## src/rtl/serial_capture_pkg.sv

```systemverilog
// Shared types and helpers for the serial run-length capture block.
package serial_capture_pkg;

  localparam int CNT_W_DEFAULT = 8;

  typedef struct packed {
    logic                     level;
    logic [CNT_W_DEFAULT-1:0] length;
  } run_rec_t;

  function automatic int clog2(input int value);
    int result;
    int v;
    result = 0;
    v = value - 1;
    while (v > 0) begin
      result = result + 1;
      v = v >> 1;
    end
    return result;
  endfunction

endpackage

```

## src/rtl/serial_run_capture_fifo.sv

```systemverilog
// Small synchronous record FIFO; pointers carry an extra wrap bit so full and
// empty fall out of a pointer compare instead of an occupancy counter.
module run_fifo
  import serial_capture_pkg::*;
#(
  parameter int DEPTH = 4,
  parameter int WIDTH = 9
) (
  input  logic             clk_i,
  input  logic             srst_i,
  input  logic             push_i,
  input  logic             pop_i,
  input  logic [WIDTH-1:0] wdata_i,
  output logic             full_o,
  output logic             empty_o,
  output logic [WIDTH-1:0] head_o
);

  localparam int AW = clog2(DEPTH);

  logic [AW:0]      wr_ptr_q, wr_ptr_d;
  logic [AW:0]      rd_ptr_q, rd_ptr_d;
  logic [WIDTH-1:0] mem_q [DEPTH];
  logic             do_push;
  logic             do_pop;

  always_comb begin
    empty_o  = (wr_ptr_q == rd_ptr_q);
    full_o   = (wr_ptr_q[AW] != rd_ptr_q[AW]) &&
               (wr_ptr_q[AW-1:0] == rd_ptr_q[AW-1:0]);
    do_pop   = pop_i && !empty_o;
    // At full, a same-cycle pop frees the slot the push is about to reuse.
    do_push  = push_i && (!full_o || do_pop);
    wr_ptr_d = wr_ptr_q + {{AW{1'b0}}, do_push};
    rd_ptr_d = rd_ptr_q + {{AW{1'b0}}, do_pop};
    head_o   = mem_q[rd_ptr_q[AW-1:0]];
  end

  always_ff @(posedge clk_i) begin
    if (srst_i) begin
      wr_ptr_q <= '0;
      rd_ptr_q <= '0;
    end else begin
      wr_ptr_q <= wr_ptr_d;
      rd_ptr_q <= rd_ptr_d;
    end
  end

  for (genvar gi = 0; gi < DEPTH; gi++) begin : g_entry
    always_ff @(posedge clk_i) begin
      if (srst_i) begin
        mem_q[gi] <= '0;
      end else if (do_push && (wr_ptr_q[AW-1:0] == AW'(gi))) begin
        mem_q[gi] <= wdata_i;
      end
    end
  end

endmodule

```

## src/rtl/serial_run_capture.sv

```systemverilog
// Synchronizes a serial level, measures each constant-level run in clock
// cycles and queues {level, length} records behind a valid/ready port.
module serial_run_capture
  import serial_capture_pkg::*;
#(
  parameter int CNT_W = CNT_W_DEFAULT,
  parameter int DEPTH = 4
) (
  input  logic             clkin,
  input  logic             reset,
  input  logic             din,
  input  logic             rd_ready,
  output logic             rd_valid,
  output logic             rd_level,
  output logic [CNT_W-1:0] rd_length,
  output logic             overflow,
  output logic             level_q
);

  localparam int               REC_W   = CNT_W + 1;
  localparam logic [CNT_W-1:0] LEN_MAX = '1;

  logic             sync1_q;
  logic             sync2_q;
  logic             prev_q;
  logic [CNT_W-1:0] run_len_q, run_len_d;
  logic             overflow_q, overflow_d;

  logic             edge_det;
  logic             pop;
  logic             fifo_full;
  logic             fifo_empty;
  logic [REC_W-1:0] head;
  logic [REC_W-1:0] wr_rec;

  always_ff @(posedge clkin) begin
    if (reset) begin
      sync1_q    <= 1'b0;
      sync2_q    <= 1'b0;
      prev_q     <= 1'b0;
      run_len_q  <= '0;
      overflow_q <= 1'b0;
    end else begin
      sync1_q    <= din;
      sync2_q    <= sync1_q;
      prev_q     <= sync2_q;
      run_len_q  <= run_len_d;
      overflow_q <= overflow_d;
    end
  end

  always_comb begin
    edge_det  = (sync2_q != prev_q);
    rd_valid  = !fifo_empty;
    pop       = rd_valid && rd_ready;
    wr_rec    = {prev_q, run_len_q};
    run_len_d = run_len_q;
    // The new level has already held for one cycle when the edge is seen.
    if (edge_det) begin
      run_len_d = CNT_W'(1);
    end else if (run_len_q != LEN_MAX) begin
      run_len_d = run_len_q + 1'b1;
    end
    overflow_d = overflow_q | (edge_det & fifo_full & !pop);
  end

  run_fifo #(
    .DEPTH(DEPTH),
    .WIDTH(REC_W)
  ) u_fifo (
    .clk_i  (clkin),
    .srst_i (reset),
    .push_i (edge_det),
    .pop_i  (pop),
    .wdata_i(wr_rec),
    .full_o (fifo_full),
    .empty_o(fifo_empty),
    .head_o (head)
  );

  always_comb begin
    rd_level  = rd_valid ? head[CNT_W] : 1'b0;
    rd_length = rd_valid ? head[CNT_W-1:0] : '0;
    overflow  = overflow_q;
    level_q   = sync2_q;
  end

endmodule
```

## config.mk

```make
export PLATFORM = sky130hd
export DESIGN_NAME = serial_run_capture
export DESIGN_NICKNAME = d
export VERILOG_FILES = /design/src/rtl/serial_capture_pkg.sv /design/src/rtl/serial_run_capture_fifo.sv /design/src/rtl/serial_run_capture.sv
export SDC_FILE = /design/constraint.sdc
export NUM_CORES = 1
export LEC_CHECK = 0
export ABC_AREA = 1
export CORE_MARGIN = 4
export CORE_UTILIZATION = 62
export DETAILED_ROUTE_END_ITERATION = 6
export GPL_TIMING_DRIVEN = 0
export PLACE_DENSITY = 0.82
export SYNTH_ARGS = -nofsm -noshare
export SYNTH_HDL_FRONTEND = slang
export SYNTH_SLANG_ARGS = --single-unit
```

## constraint.sdc

```tcl
create_clock -name clkin -period 3.9 [get_ports clkin]
set_input_delay 0.39 -clock clkin [delete_from_list [all_inputs] [get_ports clkin]]
set_output_delay 0.39 -clock clkin [all_outputs]
set_load 0.05 [all_outputs]
```

==> results by group, run 1 <==
Clock network
  • Clock sink count: 54
  • Resized cells post-CTS: 0
  • Clock tree buffer depth: 2
  • H-Tree Depth: 2
  • CTS clk-pin slew, worst paths: around 0.090 ns
  • Worst-Skew Late Latency: 0.31 ns
  • Hold-fix buffers, CTS: 0
  • CTS tree: done
  • CTS buffer count: 5
  • Root Driver: clkbuf_8
  • # Post-CTS Setup Buffers: 0

Route
  • WL per Instance: 14.2 um
  • DRT Pass-1 Iters: 5
  • Via density: 5.48
  • Final wirelength: a little under 5000 um
  • Residual DRC: 0
  • Initial DRC Count: 155
  • DR vias: between 1,500 and 2,000
  • Routed Antenna Nets: 0

Final layout
  • Reg area: approximately 1400 um2
  • Fin nets: 309
  • Filler cells: 259
  • Area Overhead vs Synth: 12.2%
  • Multi-input logic area: 862 um2
  • Share of cells above drive strength 1: around 7.0%
  • # diodes: 0

Critical path
  • CP endpoint kind: output pin
  • Critical Path RT: 3.51 ns
  • Crit path kind: reg2out
  • Worst EP arrival: 2.54 ns
  • Max FO, Critical Path: 10
  • CP Launch Type: register

Timing
  • Worst-Margin Slew: 0.944 ns
  • Fin. Hold Viols: 0
  • Slew Limit Fails: 0
  • Setup WS post-layout: 0.967 ns
  • Period utilisation layout: 75.2%
  • Finish-stage setup viols: 0
  • Hold slack: 0.409 ns
  • Min Tclk post-route: 2.93 ns
  • Setup TNS: 0 ns
  • Worst slew margin relative to its limit: 36.6%
  • Clock Skew: 0.00718 ns
  • RSZ-0062 raised after global routing: no
  • Peak Freq: 341 MHz

Logic synthesis
  • Number of enable flip-flop cells after synthesis: 36
  • Post-synth ARST share: 0%
  • Main synth FF type: edfxtp_1
  • YS warnings: 0
  • Synth area leaders: edfxtp_1 44%, dfxtp_1 15%, nor2_1 11%
  • Top cell type's share of synthesized area: 43.6%
  • Post-synth top cells: 74 x nor2_1, 43 x nand2_1, 37 x inv_1, 36 x edfxtp_1, 23 x o21ai_0
  • #FFs+latches synth: between 50 and 60
  • Yosys top cell by area: edfxtp_1
  • Seq/Total Area, Yosys: 58.1%
  • Yosys cell types: 21
  • Syn Inst Count: between 200 and 300
  • Syn_nets: 287
  • Count leader, synth: nor2_1
  • Post-Syn Area: 2480 um2
  • Post-synthesis area per instance: 8.92 um2

Power
  • Peak VDD IR: 307 uV
  • Post-layout power: approximately 1.2 mW
  • P per Cell Area: 425 nW/um2
  • Leak Pwr: 1.18 nW

Die
  • I/O Pins: 16
  • Die footprint: 5080 um2
  • Die X-Extent: 71.3 um
  • Row cnt: 22
  • Die height: 71.3 um
  • Starting Density: 65.8%
  • Core Footprint: 3770 um2

Placement
  • Final GP Congestion: 0.831
  • Port bufs: 15
  • Place WS: around 1.3 ns
  • DP Wirelength: approximately 3400 um

Global routing
  • Aggregate global-route resource usage: 21.1%
  • Largest net degree at the start of global routing: 16
  • Vias in the first global route: between 1,500 and 2,000
  • GR Layer Usage met3: approximately 4.2%
  • Grt ovf: 0
  • GR peak layer: met2
  • M1 GR Usage: 27.3%
  • Initial antenna violation count: 0
  • Met2 Track Usage GR: between 30% and 40%
  • First-pass GRT wire length: approximately 8300 um

Min path
  • Tightest Hold Check Type: reg2reg

Status
  • Status: completed

Flow run
  • Max Cap Viol: 0
-- final timing paths --
path	cells past startpoint	from	endpoint	slack (ns)
worst max-delay path	7	u_fifo.rd_ptr_q[0]$_SDFF_PP0_	rd_length[6]	0.97
worst min-delay path	2	sync1_q$_SDFF_PP0_	level_q$_SDFF_PP0_	0.41
worst max register to register	7	u_fifo.rd_ptr_q[0]$_SDFF_PP0_	u_fifo.mem_q[3][5]$_SDFFCE_PN0P_	1.71
worst min register to register	2	sync1_q$_SDFF_PP0_	level_q$_SDFF_PP0_	0.41
-- worst max-delay path, cell delays in order, from the launching register on --
cell	delay, ns
dfxtp_1	0.35
inv_2	0.14
clkbuf_1	0.48
o21ai_0	0.20
o22ai_1	0.14
nand2_1	0.06
inv_1	0.05
clkdlybuf4s50_1	0.80
-- area by class of cell --
class                   instances  share of cell area (%)
clock inverters                 1                   0.180
flip-flops and latches         54                    51.8
clock buffers                   7                    3.10
plain buffers                   6                   0.989
inverters                      40                    5.40
well taps                      48                    2.16
multi-input cells             178                    31.0
repair buffers                 15                    5.40
-- sequential cells by signal, indices dropped and copies added (netlist names) --
register,count
overflow,1
level_q,1
run_len_q,8
u_fifo.mem_q,36
prev_q,1
u_fifo.wr_ptr_q,3
u_fifo.rd_ptr_q,3
sync1_q,1
-- cell usage in the layout (no fill, tap or decap) --
master            n
nor2_1           74
nand2_1          43
inv_1            37
edfxtp_1         36
o21ai_0          22
dfxtp_1          18
clkdlybuf4s50_1  15
o22ai_1           9
nand3_1           6
clkbuf_8          6
a21oi_1           5
ha_1              5
buf_2             4
nand4_2           4
inv_2             3
clkbuf_1          3
xnor2_1           2
a31oi_1           2
nand2_2           1
xor2_4            1
o21ai_1           1
nor3_1            1
or2_2             1
xor2_1            1
clkinv_2          1
-- cell families (layout without fill, tap and decap cells) --
logic type               after synthesis  in the layout  synth area share [%]
XOR/XNOR                               4              4                  2.17
flip-flops                            54             54                  58.1
AO/OA/AOI/OAI                         39             39                  8.42
buffers and inverters                 46             69                  7.16
AND/OR/NAND/NOR                      130            130                  21.6
adder cells (fa/ha/maj)                5              5                  2.52
-- metrics by stage --
| step | utilization (%) | instances | instance area, um2 |
|---|---|---|---|
| global route | 73.8 | 349 | 2780 |
| detailed placement | 71.4 | 341 | 2690 |
| floorplan | - | 278 | 2480 |
| finish | 73.8 | 349 | 2780 |
| CTS | 73.8 | 349 | 2780 |
| global placement | 71.4 | 341 | 2690 |
-- routing by layer --
metal | vias up | part of all wire, %
li1 | 946 | -
met1 | 886 | 42
met2 | 73 | 50
met3 | 6 | 6.8
met4 | 0 | 1.3
met5 | - | 0
-- power breakdown --
part           total (mW)  switching [mW]  internal (mW)
clock               0.317           0.173          0.144
combinational       0.222           0.156         0.0660
sequential          0.644          0.0120          0.632
total                1.18           0.341          0.842
(Power assumes the default switching activity.)
==> inputs of run 2 (changes only) <==
- CORE_UTILIZATION: 62 -> 52
- PLACE_DENSITY: 0.82 -> 0.73
- clock period: 3.9 -> 2.4 ns (I/O delays scaled with it)
==> run 2 against run 1 <==
Against the previous run: worst hold slack about the same; sequential power grew 63%; combinational power up 53%; final cell count rose by 1.4%; worst setup slack got worse by 0.86 ns; utilization fell by 12 points; wire length grew 2.7%; total power up 67%; sequential share of layout area is 0.19 points higher; via count decreased by 4.1%; first-iteration DRC count up 19%; design area fell by 0.36%; largest cell class unchanged.
==> results by group, run 2 (same netlist as run 1, synthesis figures left out) <==
Timing
  • Peak Freq: 436 MHz
  • Worst slew margin relative to its limit: 62.8%
  • Setup WS post-layout: 0.106 ns
  • Slew Limit Fails: 0
  • Period utilisation layout: a little over nine tenths
  • RSZ-0062 raised after global routing: no
  • Fin. Hold Viols: 0
  • Setup TNS: 0 ns
  • Clock Skew: 0.00794 ns
  • Finish-stage setup viols: 0
  • Worst-Margin Slew: 0.555 ns
  • Min Tclk post-route: 2.29 ns

Die
  • Row cnt: 24
  • Die X-Extent: 77.1 um
  • Core Footprint: 4470 um2
  • I/O Pins: 16
  • Starting Density: 55.5%
  • Die height: 77.1 um
  • Die footprint: a little under 6000 um2

Placement
  • Dpl cells: 346
  • Place WS: 0.0246 ns
  • Port bufs: 15
  • Final GP Congestion: between 0.8 and 0.9
  • DP Wirelength: 3510 um
  • Cell Area, Placed: 2700 um2

Final layout
  • Post-Layout Inst Area: roughly 2800 um2
  • Fin cells: 354
  • Largest regs: u_fifo.mem_q (36), run_len_q (8)
  • Fin nets: between 300 and 400
  • Top reg by flops: u_fifo.mem_q
  • Most common cell after layout, fill and taps aside: nor2_1
  • Filler cells: ~400
  • Area Overhead vs Synth: 11.7%
  • Most frequent cells in the layout: 74 x nor2_1, 43 x nand2_1, 37 x inv_1
  • Share of cells above drive strength 1: ~10%
  • Max FFs per register: 36
  • # diodes: 0

Global routing
  • Grt ovf: 0
  • Largest net degree at the start of global routing: 17
  • Vias in the first global route: roughly 1,800
  • First-pass GRT wire length: slightly below 9000 um
  • Initial antenna violation count: 0
  • Aggregate global-route resource usage: 18.8%

Min path
  • WHS Endpoint: level_q$_SDFF_PP0_
  • Worst hold start: sync1_q$_SDFF_PP0_
  • Tightest Hold Check Type: reg2reg
  • Worst Hold Path Cells: 2

Clock network
  • CTS clk-pin slew, worst paths: approximately 0.090 ns
  • Worst-Skew Late Latency: around 0.3 ns
  • CTS buffer count: 5
  • Clock sink count: 54
  • Clock tree buffer depth: 2
  • CTS tree: done
  • Root Driver: clkbuf_8
  • H-Tree Depth: 2
  • # Post-CTS Setup Buffers: 0

Status
  • Status: completed

Critical path
  • Critical Path RT: 2.16 ns
  • Reg2Reg Setup Slack: between 0.3 and 0.4 ns
  • R2R Path End: u_fifo.mem_q[3][4]$_SDFFCE_PN0P_
  • Crit path kind: reg2out
  • Slowest CP cell: dlygate4sd2_1
  • Max FO, Critical Path: 10
  • Critical-path cell list: buf_2 > buf_2 > nor2_1 > o22ai_1 > nand2_1 > inv_1 > dlygate4sd2_1
  • CP delay by family, top: buffers and inverters
  • CP bufs+invs: 4
  • Worst EP arrival: 2.05 ns
  • Worst reg2reg path depth: 8
  • CP peak stage delay: 0.51 ns
  • CP endpoint kind: output pin
  • Most used cell, CP: buf_2
  • CP Launch Type: register
  • Reg2reg start: u_fifo.rd_ptr_q[0]$_SDFF_PP0_

Route
  • DR vias: between 1,500 and 2,000
  • WL per Instance: 14.3 um
  • DRT Pass-1 Iters: 4
  • Via density: slightly above 5
  • Routed Antenna Nets: 0
  • Initial DRC Count: approximately 190
  • Final wirelength: 5070 um
  • Residual DRC: 0

Flow run
  • Max Cap Viol: 0

Power
  • Peak VDD IR: 396 uV
  • P per Cell Area: 713 nW/um2
  • Leak Pwr: 1.21 nW
## run 2: metal layers
layer	up-vias	wire length (um)	GRT usage (%)	part of all wire, %
met5	-	0	0	0
met2	50	2570	32.6	51
li1	948	-	-	-
met1	833	2140	24.4	42
met4	0	22	4.63	0.43
met3	2	336	3.16	6.6
## run 2: cell type report
| class | instances | area [um2] | area share, % |
|---|---|---|---|
| Sequential cell | 54 | 1440 | 52.0 |
| Multi-Input combinational cell | 178 | 862 | 31.1 |
| Inverter | 40 | 150 | 5.42 |
| Timing Repair Buffer | 16 | 115 | 4.15 |
| Clock buffer | 6 | 72.6 | 2.62 |
| Tap cell | 52 | 65.1 | 2.35 |
| Clock inverter | 2 | 37.5 | 1.35 |
| Buffer | 6 | 28.8 | 1.04 |
## run 2: per-stage QoR
stage | hold slack (ns) | power, mW | util, %
global placement | 0.392 | 1.42 | 60.3
floorplan | 0.347 | 1.32 | -
global route | 0.428 | 2.07 | 62.0
finish | 0.409 | 1.98 | 62.0
CTS | 0.416 | 2.00 | 62.6
detailed placement | 0.402 | 1.43 | 60.4
## run 2: power by group
| part | total, mW | internal, mW | switching, mW |
|---|---|---|---|
| Combinational | 0.339 | 0.0864 | 0.252 |
| Clock | 0.592 | 0.311 | 0.281 |
| Sequential | 1.05 | 1.03 | 0.0195 |
| Total | 1.98 | 1.42 | 0.553 |
## run 2: worst max path at each step
stage                                                  end                           from  cells after the start
after floorplan           u_fifo.mem_q[3][0]$_SDFFCE_PN0P_             level_q$_SDFF_PP0_                      3
after global placement    u_fifo.mem_q[3][4]$_SDFFCE_PN0P_                       rd_ready                      5
after detailed placement                      rd_length[6]  u_fifo.rd_ptr_q[0]$_SDFF_PP0_                      7
after CTS                                     rd_length[6]  u_fifo.rd_ptr_q[0]$_SDFF_PP0_                      7
after global routing                          rd_length[7]  u_fifo.rd_ptr_q[0]$_SDFF_PP0_                      7
final                                         rd_length[7]  u_fifo.rd_ptr_q[0]$_SDFF_PP0_                      7
## run 2: worst min-delay path: cells and delay by family, from the launching register on
| kind | cells | cell delay, ns |
|---|---|---|
| DFF | 1 | 0.30 |
| buffers and inverters | 1 | 0.04 |
| and+or+nand+nor | 1 | 0.03 |
## run 2: what timing repair did
action                                  4_1_cts  5_1_grt
gates cloned                                  0        0
endpoints found under the hold margin         0        0
pin swaps                                     0        0
hold buffers                                  0        0
gates resized for setup                      11       16
endpoints found under the setup margin       10        8
==> inputs of run 3 (changes only) <==
- MAX_ROUTING_LAYER: unset -> met4
==> run 3 against run 2 <==
Against the previous run: via count is 0.44% higher; die area stayed put; global-route usage is 0.53 points higher; clock power hardly changed; maximum frequency is 0.82% lower; worst setup slack worse by 0.019 ns.
==> results by group, run 3 (same netlist as run 1, synthesis figures left out) <==
Status
  • Status: completed

Placement
  • Place WS: ~0.025 ns
  • Final GP Congestion: 0.838
  • Port bufs: 15
  • DP Wirelength: around 3500 um
  • Dpl cells: 346

Power
  • Post-layout power: 1.98 mW
  • Peak VDD IR: 396 uV
  • Leak Pwr: 1.21 nW
  • P per Cell Area: slightly above 700 nW/um2

Clock network
  • # Post-CTS Setup Buffers: 0
  • Clock sink count: 54
  • H-Tree Depth: 2
  • CTS tree: done
  • CTS clk-pin slew, worst paths: 0.09 ns
  • Clock tree buffer depth: 2
  • Root Driver: clkbuf_8
  • Worst-Skew Late Latency: 0.30 ns
  • CTS buffer count: 5

Min path
  • Tightest Hold Check Type: reg2reg

Route
  • Via density: 5.20
  • Met2 wire len: 2580 um
  • DR vias: approximately 1,800
  • Initial DRC Count: 177
  • Final wirelength: a little over 5000 um
  • Met3 WL post-DR: 317 um
  • Top Layer Used: met4
  • Metal-1 WL: approximately 2200 um
  • DRT Pass-1 Iters: 5
  • WL per Instance: 14.4 um
  • Residual DRC: 0
  • Routed Antenna Nets: 0

Critical path
  • Max FO, Critical Path: 10
  • CP endpoint kind: output pin
  • CP Launch Type: register
  • Crit path kind: reg2out
  • Worst EP arrival: 2.07 ns
  • Critical Path RT: 2.16 ns

Final layout
  • Fin nets: just over 300
  • Share of cells above drive strength 1: ~10%
  • Most frequent cells in the layout: 74 x nor2_1, 43 x nand2_1, 37 x inv_1
  • Fin cells: 354
  • Most common cell after layout, fill and taps aside: nor2_1
  • Core Util, Final: 62.0%
  • Max FFs per register: 36
  • Largest regs: u_fifo.mem_q (36), run_len_q (8)
  • Area Overhead vs Synth: 11.7%
  • Top reg by flops: u_fifo.mem_q
  • # diodes: 0

Flow run
  • Max Cap Viol: 0

Global routing
  • Vias in the first global route: approximately 1,800
  • Initial antenna violation count: 0
  • Largest net degree at the start of global routing: 17
  • First-pass GRT wire length: 8680 um
  • Grt ovf: 0
  • Aggregate global-route resource usage: about a fifth

Die
  • Starting Density: a little under three fifths
  • Die footprint: 5940 um2
  • Row cnt: 24
  • I/O Pins: 16
  • Core Footprint: 4470 um2
  • Die height: 77.1 um
  • Die X-Extent: a little under 80 um

Timing
  • Peak Freq: 432 MHz
  • Clock Skew: 0.00653 ns
  • Slew Limit Fails: 0
  • Worst slew margin relative to its limit: 61.6%
  • Min Tclk post-route: 2.31 ns
  • RSZ-0062 raised after global routing: no
  • Worst-Margin Slew: 0.572 ns
  • Finish-stage setup viols: 0
  • Setup WS post-layout: 0.0869 ns
  • Period utilisation layout: 96.4%
  • Fin. Hold Viols: 0
  • Setup TNS: 0 ns
[run 3: layout make-up]
type | count | area, um2
buffer | 6 | 28.8
clock buffer | 6 | 72.6
clock inverter | 2 | 37.5
fill | 395 | 1700
inverter | 40 | 150
multi-input combinational | 178 | 862
sequential | 54 | 1440
tap | 52 | 65.1
timing repair buffer | 16 | 115
[run 3: critical path, stage by stage (launching register included)]
cell and delay [ns]:
dfxtp_1 0.38, buf_2 0.25, buf_2 0.27, nor2_1 0.08
o22ai_1 0.16, nand2_1 0.07, inv_1 0.05, dlygate4sd2_1 0.51
[run 3: final timing paths]
check | startpoint | endpoint | slack (ns) | cells past startpoint
worst max-delay path | u_fifo.rd_ptr_q[0]$_SDFF_PP0_ | rd_length[7] | 0.09 | 7
worst min-delay path | sync1_q$_SDFF_PP0_ | level_q$_SDFF_PP0_ | 0.41 | 2
worst max register to register | u_fifo.rd_ptr_q[0]$_SDFF_PP0_ | u_fifo.mem_q[3][4]$_SDFFCE_PN0P_ | 0.30 | 8
worst min register to register | sync1_q$_SDFF_PP0_ | level_q$_SDFF_PP0_ | 0.41 | 2
[run 3: metal layers]
metal	track usage (%)	vias to the layer above
met4	4.63	0
met1	24.3	839
met2	32.7	53
li1	-	947
met3	3.16	2
met5	-	-
[run 3: metrics by stage]
step / area, um2 / hold WS (ns)
floorplan: 2480 / 0.347
global placement: 2700 / 0.392
detailed placement: 2700 / 0.402
CTS: 2800 / 0.416
global route: 2770 / 0.428
finish: 2770 / 0.409
[run 3: timing repair]
action / 4_1_cts / 5_1_grt
pin swaps: 0 / 0
gates resized for setup: 11 / 16
setup endpoints to repair: 10 / 8
hold buffers: 0 / 0
[run 3: where the power goes]
part	total (mW)	leakage [nW]	internal [mW]	switching, mW
combinational	0.340	0.636	0.0864	0.253
sequential	1.05	0.520	1.03	0.0195
clock	0.593	0.0514	0.311	0.282
